## config.mk

```make
export PLATFORM = sky130hd
export DESIGN_NAME = ivector_respond_arbiter
export DESIGN_NICKNAME = d
export VERILOG_FILES = /design/src/rtl/ivector_respond_arbiter.sv
export SDC_FILE = /design/constraint.sdc
export NUM_CORES = 1
export LEC_CHECK = 0
export CAP_MARGIN = 20
export CORE_UTILIZATION = 56
export DETAILED_ROUTE_END_ITERATION = 8
export PLACE_DENSITY = 0.82
export SYNTH_ARGS = -nofsm -noshare
export SYNTH_HDL_FRONTEND = slang
export SYNTH_SLANG_ARGS = --single-unit
```

## constraint.sdc

```tcl
create_clock -name CLK -period 8 [get_ports CLK]
set_input_delay 1.6 -clock CLK [delete_from_list [all_inputs] [get_ports CLK]]
set_output_delay 1.6 -clock CLK [all_outputs]
set_load 0.01 [all_outputs]
```

## src/rtl/ivector_respond_arbiter.sv

```systemverilog
// Round-robin scheduler for the respond rules sharing the ind$heard port:
// one-hot grant, lane mask, saturating grant counters and starvation watchdog.
module ivector_respond_arbiter #(
   parameter int NUM_LANES    = 10,
   parameter int CNT_WIDTH    = 16,
   parameter int STARVE_LIMIT = 64
) (
   input  logic                 CLK,
   input  logic                 nRST,
   input  logic [NUM_LANES-1:0] lane_ready,
   output logic [NUM_LANES-1:0] lane_enable,
   input  logic                 cfg__ENA,
   input  logic [NUM_LANES-1:0] cfg_mask,
   output logic                 cfg__RDY,
   input  logic                 clr__ENA,
   input  logic [3:0]           stat_sel,
   output logic [CNT_WIDTH-1:0] stat_count,
   output logic [NUM_LANES-1:0] starve
);

   localparam int PTR_W  = (NUM_LANES > 1) ? $clog2(NUM_LANES) : 1;
   localparam int WCNT_W = $clog2(STARVE_LIMIT + 1);
   localparam logic [PTR_W-1:0]     LAST_LANE = PTR_W'(NUM_LANES - 1);
   localparam logic [WCNT_W-1:0]    WCNT_MAX  = WCNT_W'(STARVE_LIMIT);
   localparam logic [CNT_WIDTH-1:0] GCNT_MAX  = {CNT_WIDTH{1'b1}};
   localparam logic [NUM_LANES-1:0] ONE_HOT0  = {{(NUM_LANES-1){1'b0}}, 1'b1};

   logic [PTR_W-1:0]     ptr_q, ptr_d;
   logic [NUM_LANES-1:0] mask_q, mask_d;
   logic                 cfg_rdy_q, cfg_rdy_d;
   logic [CNT_WIDTH-1:0] gcnt_q [NUM_LANES];
   logic [CNT_WIDTH-1:0] gcnt_d [NUM_LANES];
   logic [WCNT_W-1:0]    wcnt_q [NUM_LANES];
   logic [WCNT_W-1:0]    wcnt_d [NUM_LANES];
   logic [NUM_LANES-1:0] starve_q, starve_d;

   logic [NUM_LANES-1:0]   elig_s;
   logic [2*NUM_LANES-1:0] elig_rot_s;
   logic                   grant_vld_s;
   int                     grant_sum_s;
   logic [PTR_W-1:0]       grant_idx_s;
   logic [NUM_LANES-1:0]   grant_oh_s;

   // Grant scan: rotate eligibility so the pointer lane sits at bit 0, then
   // walk downward so the lowest rotated offset (closest to ptr) wins.
   always_comb begin
      elig_s      = lane_ready & mask_q;
      elig_rot_s  = {elig_s, elig_s} >> ptr_q;
      grant_sum_s = 0;
      for (int k = NUM_LANES - 1; k >= 0; k--) begin
         grant_sum_s = elig_rot_s[k] ? (int'(ptr_q) + k) : grant_sum_s;
      end
      grant_sum_s = (grant_sum_s >= NUM_LANES) ? (grant_sum_s - NUM_LANES) : grant_sum_s;
      grant_idx_s = PTR_W'(grant_sum_s);
      grant_vld_s = (|elig_s) & nRST;
      grant_oh_s  = grant_vld_s ? (ONE_HOT0 << grant_idx_s) : {NUM_LANES{1'b0}};
   end

   // Pointer, mask and handshake next state.
   always_comb begin
      ptr_d     = ptr_q;
      mask_d    = mask_q;
      cfg_rdy_d = 1'b1;
      if (grant_vld_s) begin
         ptr_d = (grant_idx_s == LAST_LANE) ? {PTR_W{1'b0}} : (grant_idx_s + 1'b1);
      end else begin
         ptr_d = ptr_q;
      end
      if (cfg__ENA && cfg_rdy_q) begin
         mask_d = cfg_mask;
      end else begin
         mask_d = mask_q;
      end
   end

   // Per-lane grant counters, wait counters and sticky starve flags; clear wins.
   always_comb begin
      starve_d = starve_q;
      for (int i = 0; i < NUM_LANES; i++) begin
         gcnt_d[i] = gcnt_q[i];
         wcnt_d[i] = wcnt_q[i];
         if (clr__ENA) begin
            gcnt_d[i]   = {CNT_WIDTH{1'b0}};
            wcnt_d[i]   = {WCNT_W{1'b0}};
            starve_d[i] = 1'b0;
         end else begin
            if (grant_oh_s[i] && (gcnt_q[i] != GCNT_MAX)) begin
               gcnt_d[i] = gcnt_q[i] + 1'b1;
            end else begin
               gcnt_d[i] = gcnt_q[i];
            end
            // Masked-but-ready lanes also accumulate wait time.
            if (lane_ready[i] && !grant_oh_s[i]) begin
               wcnt_d[i] = (wcnt_q[i] == WCNT_MAX) ? wcnt_q[i] : (wcnt_q[i] + 1'b1);
            end else begin
               wcnt_d[i] = {WCNT_W{1'b0}};
            end
            starve_d[i] = starve_q[i] | (wcnt_q[i] == WCNT_MAX);
         end
      end
   end

   // Counter readout mux; out-of-range selects read as zero.
   always_comb begin
      stat_count = {CNT_WIDTH{1'b0}};
      for (int i = 0; i < NUM_LANES; i++) begin
         stat_count = (stat_sel == 4'(i)) ? gcnt_q[i] : stat_count;
      end
   end

   // State registers with synchronous active-low reset.
   always_ff @(posedge CLK) begin
      if (!nRST) begin
         ptr_q     <= {PTR_W{1'b0}};
         mask_q    <= {NUM_LANES{1'b1}};
         cfg_rdy_q <= 1'b0;
         starve_q  <= {NUM_LANES{1'b0}};
         for (int i = 0; i < NUM_LANES; i++) begin
            gcnt_q[i] <= {CNT_WIDTH{1'b0}};
            wcnt_q[i] <= {WCNT_W{1'b0}};
         end
      end else begin
         ptr_q     <= ptr_d;
         mask_q    <= mask_d;
         cfg_rdy_q <= cfg_rdy_d;
         starve_q  <= starve_d;
         for (int i = 0; i < NUM_LANES; i++) begin
            gcnt_q[i] <= gcnt_d[i];
            wcnt_q[i] <= wcnt_d[i];
         end
      end
   end

   assign lane_enable = grant_oh_s;
   assign cfg__RDY    = cfg_rdy_q;
   assign starve      = starve_q;

endmodule

```

==> impl_metrics.json <==
{
  "skew_ns": 0.02948,
  "grt_setup_unrepaired": "false",
  "min_to": "starve[7]$_SDFF_PP0_",
  "antenna_found_initial": 0,
  "required_ns": 6.40,
  "cts_root_buffer": "clkbuf_16",
  "syn_to_final_growth_pct": 13.02,
  "n_antenna_cell": 0,
  "min_period_ns": 7.846,
  "setup_violations": 0,
  "p_sw_w": 0.001837,
  "crit_arrival_ns": 6.25,
  "p_leak_nw": 5.596,
  "ys_ff_latch": 255,
  "cts_tree": "built",
  "postRouteWirelength_mm": 43.35,
  "synth.net_count": 1940,
  "drt_iter0_markers": 1851,
  "violations": "DRC",
  "drv_slew": 0,
  "ir_drop_mv": 0.2073,
  "crit_path_end_kind": "output port",
  "place_area_um2": 15980,
  "power_frac_seq": 0.292,
  "clkSinkCount": 255,
  "syn_area_per_cell_um2": 8.015,
  "p_comb_frac": 0.423,
  "outcome": "finished, violations left",
  "startpoint_type": "input port",
  "crit_type": "input port to output port",
  "cp_num_buf_inv": 3,
  "max_stage_delay_ns": 0.70,
  "synthArstFlopShare": 0,
  "slew_headroom": 0.2502,
  "power_density_nw_per_um2": 271.0,
  "dp_hpwl_mm": 31.10,
  "hold_depth": 2,
  "final_area_um2": 16950,
  "first_pass_iters": 8,
  "io_buffers": 64,
  "io-pin-count": 65,
  "drive_gt1_frac": 0.07283,
  "yosys.area.top_type": "dfxtp_1",
  "cts_buffer_depth": 3,
  "netlist_area_um2": 15000,
  "synth_edf_count": 0,
  "hold_class": "flop to flop",
  "die_h_um": 165.6,
  "num_vias": 14910,
  "cts_made_buffers": 28,
  "r2r-start": "ptr_q[1]$_SDFFE_PN0P_",
  "cts_setup_buffers": 0,
  "clock_latency_ns": 0.56,
  "dieArea_um2": 27440,
  "netlist_instances": 1871,
  "synth_cell_type_count": 99,
  "gp_congestion": 0.9519,
  "htree_levels": 1,
  "clkPwrFrac": 0.285,
  "yosys.area.top_type_share": 0.3404,
  "synth_warnings": 0,
  "wl_per_cell_um": 19.09,
  "fmax_ghz": 0.1275,
  "grt_pass1_wl_mm": 69.61,
  "start_util": 0.5739,
  "cp_max_fo": 10,
  "crit_chain": "clkdlybuf4s50_1 -> nand2_1 -> mux4_2 -> a211o_1 -> and2_1 -> a311oi_1 -> nor3_1 -> nor3_1 -> buf_4 -> nand2_1 -> a211oi_1 -> clkdlybuf4s50_1",
  "tightest_slew_ns": 1.117,
  "p_sw_frac": 0.3999,
  "ys_seq_area_frac": 0.3404,
  "rr_endpoint": "gcnt_q[0][121]$_SDFFE_PP0P_",
  "cp_top_family": "buffers and inverters",
  "rows": 59,
  "grt_usage": 0.3063,
  "drc": 6,
  "rr_worst_depth": 15,
  "grt.overflow.total": 0,
  "fin_nets": 1983,
  "cts.reportedPaths.clkPinSlew_ns": 0.06,
  "dieWidth_um": 165.6,
  "p_int_w": 0.002756,
  "grt_pass1_vias": 13620,
  "fill_cells": 2207,
  "avgViaCountPerCell": 6.565,
  "setup_tns_ns": 0,
  "antenna_left": 0,
  "synth_area_leaders": "dfxtp_1, nand2_1, nand3_1, a21oi_1, nor2_1",
  "maxCapViolations": 0,
  "crit_slowest_cell": "clkdlybuf4s50_1",
  "regToRegSetupSlack_ns": 2.41,
  "final_hold_viol_count": 0,
  "grt_max_degree": 87,
  "coreArea_um2": 26130,
  "synth-main-ff-cell": "dfxtp_1",
  "period_share": 0.9807,
  "min-delay-start": "starve[7]$_SDFF_PP0_"
}
## power groups by stage
stage	combinational [W]	sequential (W)	clock [W]
3_3_place_gp	0.00187	0.00137	0
2_1_floorplan	0.00139	0.00135	0
6_report	0.00194	0.00134	0.00131
4_1_cts	0.00189	0.00134	0.00132
3_5_place_dp	0.00188	0.00137	0
5_1_grt	0.00208	0.00134	0.00138
## registers in the layout (all words and copies together), names as in the netlist
signal	flops
cfg__RDY	1
ptr_q	4
starve	10
wcnt_q	70
gcnt_q	160
mask_q	10
## Yosys cell counts (7+ instances only)
cell and instances:
o21a_1 7, nand2_1 200, a22oi_1 33, a222oi_1 19
nand3_1 133, a31oi_1 8, nand2b_1 13, a21oi_1 132
and2_1 23, and3_1 50, ha_1 41, inv_1 62
or3_1 69, nor3_1 41, xor2_1 43, o21ai_0 101
mux4_2 10, or4_1 39, nor3b_1 9, dfxtp_1 255
nor4b_1 7, clkbuf_1 58, o21ai_1 9, nor2_1 149
a221oi_1 8, nor4_1 13, xnor2_1 38, mux2i_1 23
nand3b_1 10, o31ai_1 38, buf_2 20, o211ai_1 19
nand4_1 35
## worst max-delay path by stage
stage / startpoint / endpoint / cells after the start
floorplan: lane_ready[4] / lane_enable[3] / 13
global placement: lane_ready[7] / lane_enable[4] / 12
detailed placement: lane_ready[7] / lane_enable[4] / 11
CTS: lane_ready[7] / lane_enable[4] / 11
global route: lane_ready[7] / lane_enable[4] / 12
finish: lane_ready[7] / lane_enable[4] / 12
## through the flow
| stage | std cells | util | power [W] | worst slack [ns] | hold WS [ns] |
|---|---|---|---|---|---|
| after global routing | 2271 | 0.6486 | 0.004800 | 0.06852 | 0.4768 |
| after global placement | 2215 | 0.6112 | 0.003240 | 0.3445 | 0.4361 |
| final | 2271 | 0.6486 | 0.004593 | 0.1543 | 0.4462 |
| after CTS | 2268 | 0.6475 | 0.004555 | 0.2357 | 0.4473 |
| after detailed placement | 2216 | 0.6115 | 0.003251 | 0.2535 | 0.4377 |
| after floorplan | 1871 | - | 0.002736 | 1.890 | 0.4448 |
## kinds of logic (layout without fill, tap and decap cells)
family / count (synthesis) / count (layout) / share of synthesized area
AOI/OAI and AO/OA: 478 / 478 / 0.2170
DFF: 255 / 255 / 0.3404
xor gates and xnor gates: 81 / 81 / 0.04731
muxes: 33 / 33 / 0.03037
buffers and inverters: 152 / 217 / 0.04197
adders and majority gates: 41 / 41 / 0.03421
and+or+nand+nor: 831 / 831 / 0.2888
## tightest hold or removal path, stage by stage, from the launching register on
cell and delay [ns]:
dfxtp_1 0.30, inv_1 0.05, a21oi_1 0.05
## what timing repair did
action / 4_1_cts / 5_1_grt
gates resized for setup: 0 / 1
setup endpoints to repair: 0 / 2
hold buffers: 0 / 0
## layer usage
| layer | GRT usage | vias to the layer above | wire (µm) |
|---|---|---|---|
| met5 | 0 | - | 0 |
| li1 | - | 7066 | - |
| met3 | 0.03584 | 103 | 3412 |
| met2 | 0.4985 | 648 | 19870 |
| met1 | 0.4157 | 7093 | 18430 |
| met4 | 0.1199 | 0 | 1631 |
## layout by cell type, fill, tap and decap left out, types with 33 or more instances in the layout
cell type | netlist | routed
nand3_1 | 133 | 133
or3_1 | 69 | 69
o31ai_1 | 38 | 38
nor3_1 | 41 | 39
dfxtp_1 | 255 | 255
nand4_1 | 35 | 35
xor2_1 | 43 | 43
clkdlybuf4s50_1 | 0 | 64
nand2_1 | 200 | 200
buf_4 | 3 | 35
and3_1 | 50 | 50
inv_1 | 62 | 62
a21oi_1 | 132 | 132
xnor2_1 | 38 | 38
ha_1 | 41 | 41
nor2_1 | 149 | 149
a22oi_1 | 33 | 33
or4_1 | 39 | 39
o21ai_0 | 101 | 101
## area by class of cell
type	instances	area, µm²	share of cell area
Timing Repair Buffer	101	934.6	0.05514
Multi-Input combinational cell	1464	9310	0.5493
Clock buffer	45	844.6	0.04983
Tap cell	335	419.2	0.02473
Clock inverter	7	96.34	0.005684
Sequential cell	255	5105	0.3012
Inverter	64	240.2	0.01417
(Power assumes the default switching activity.)
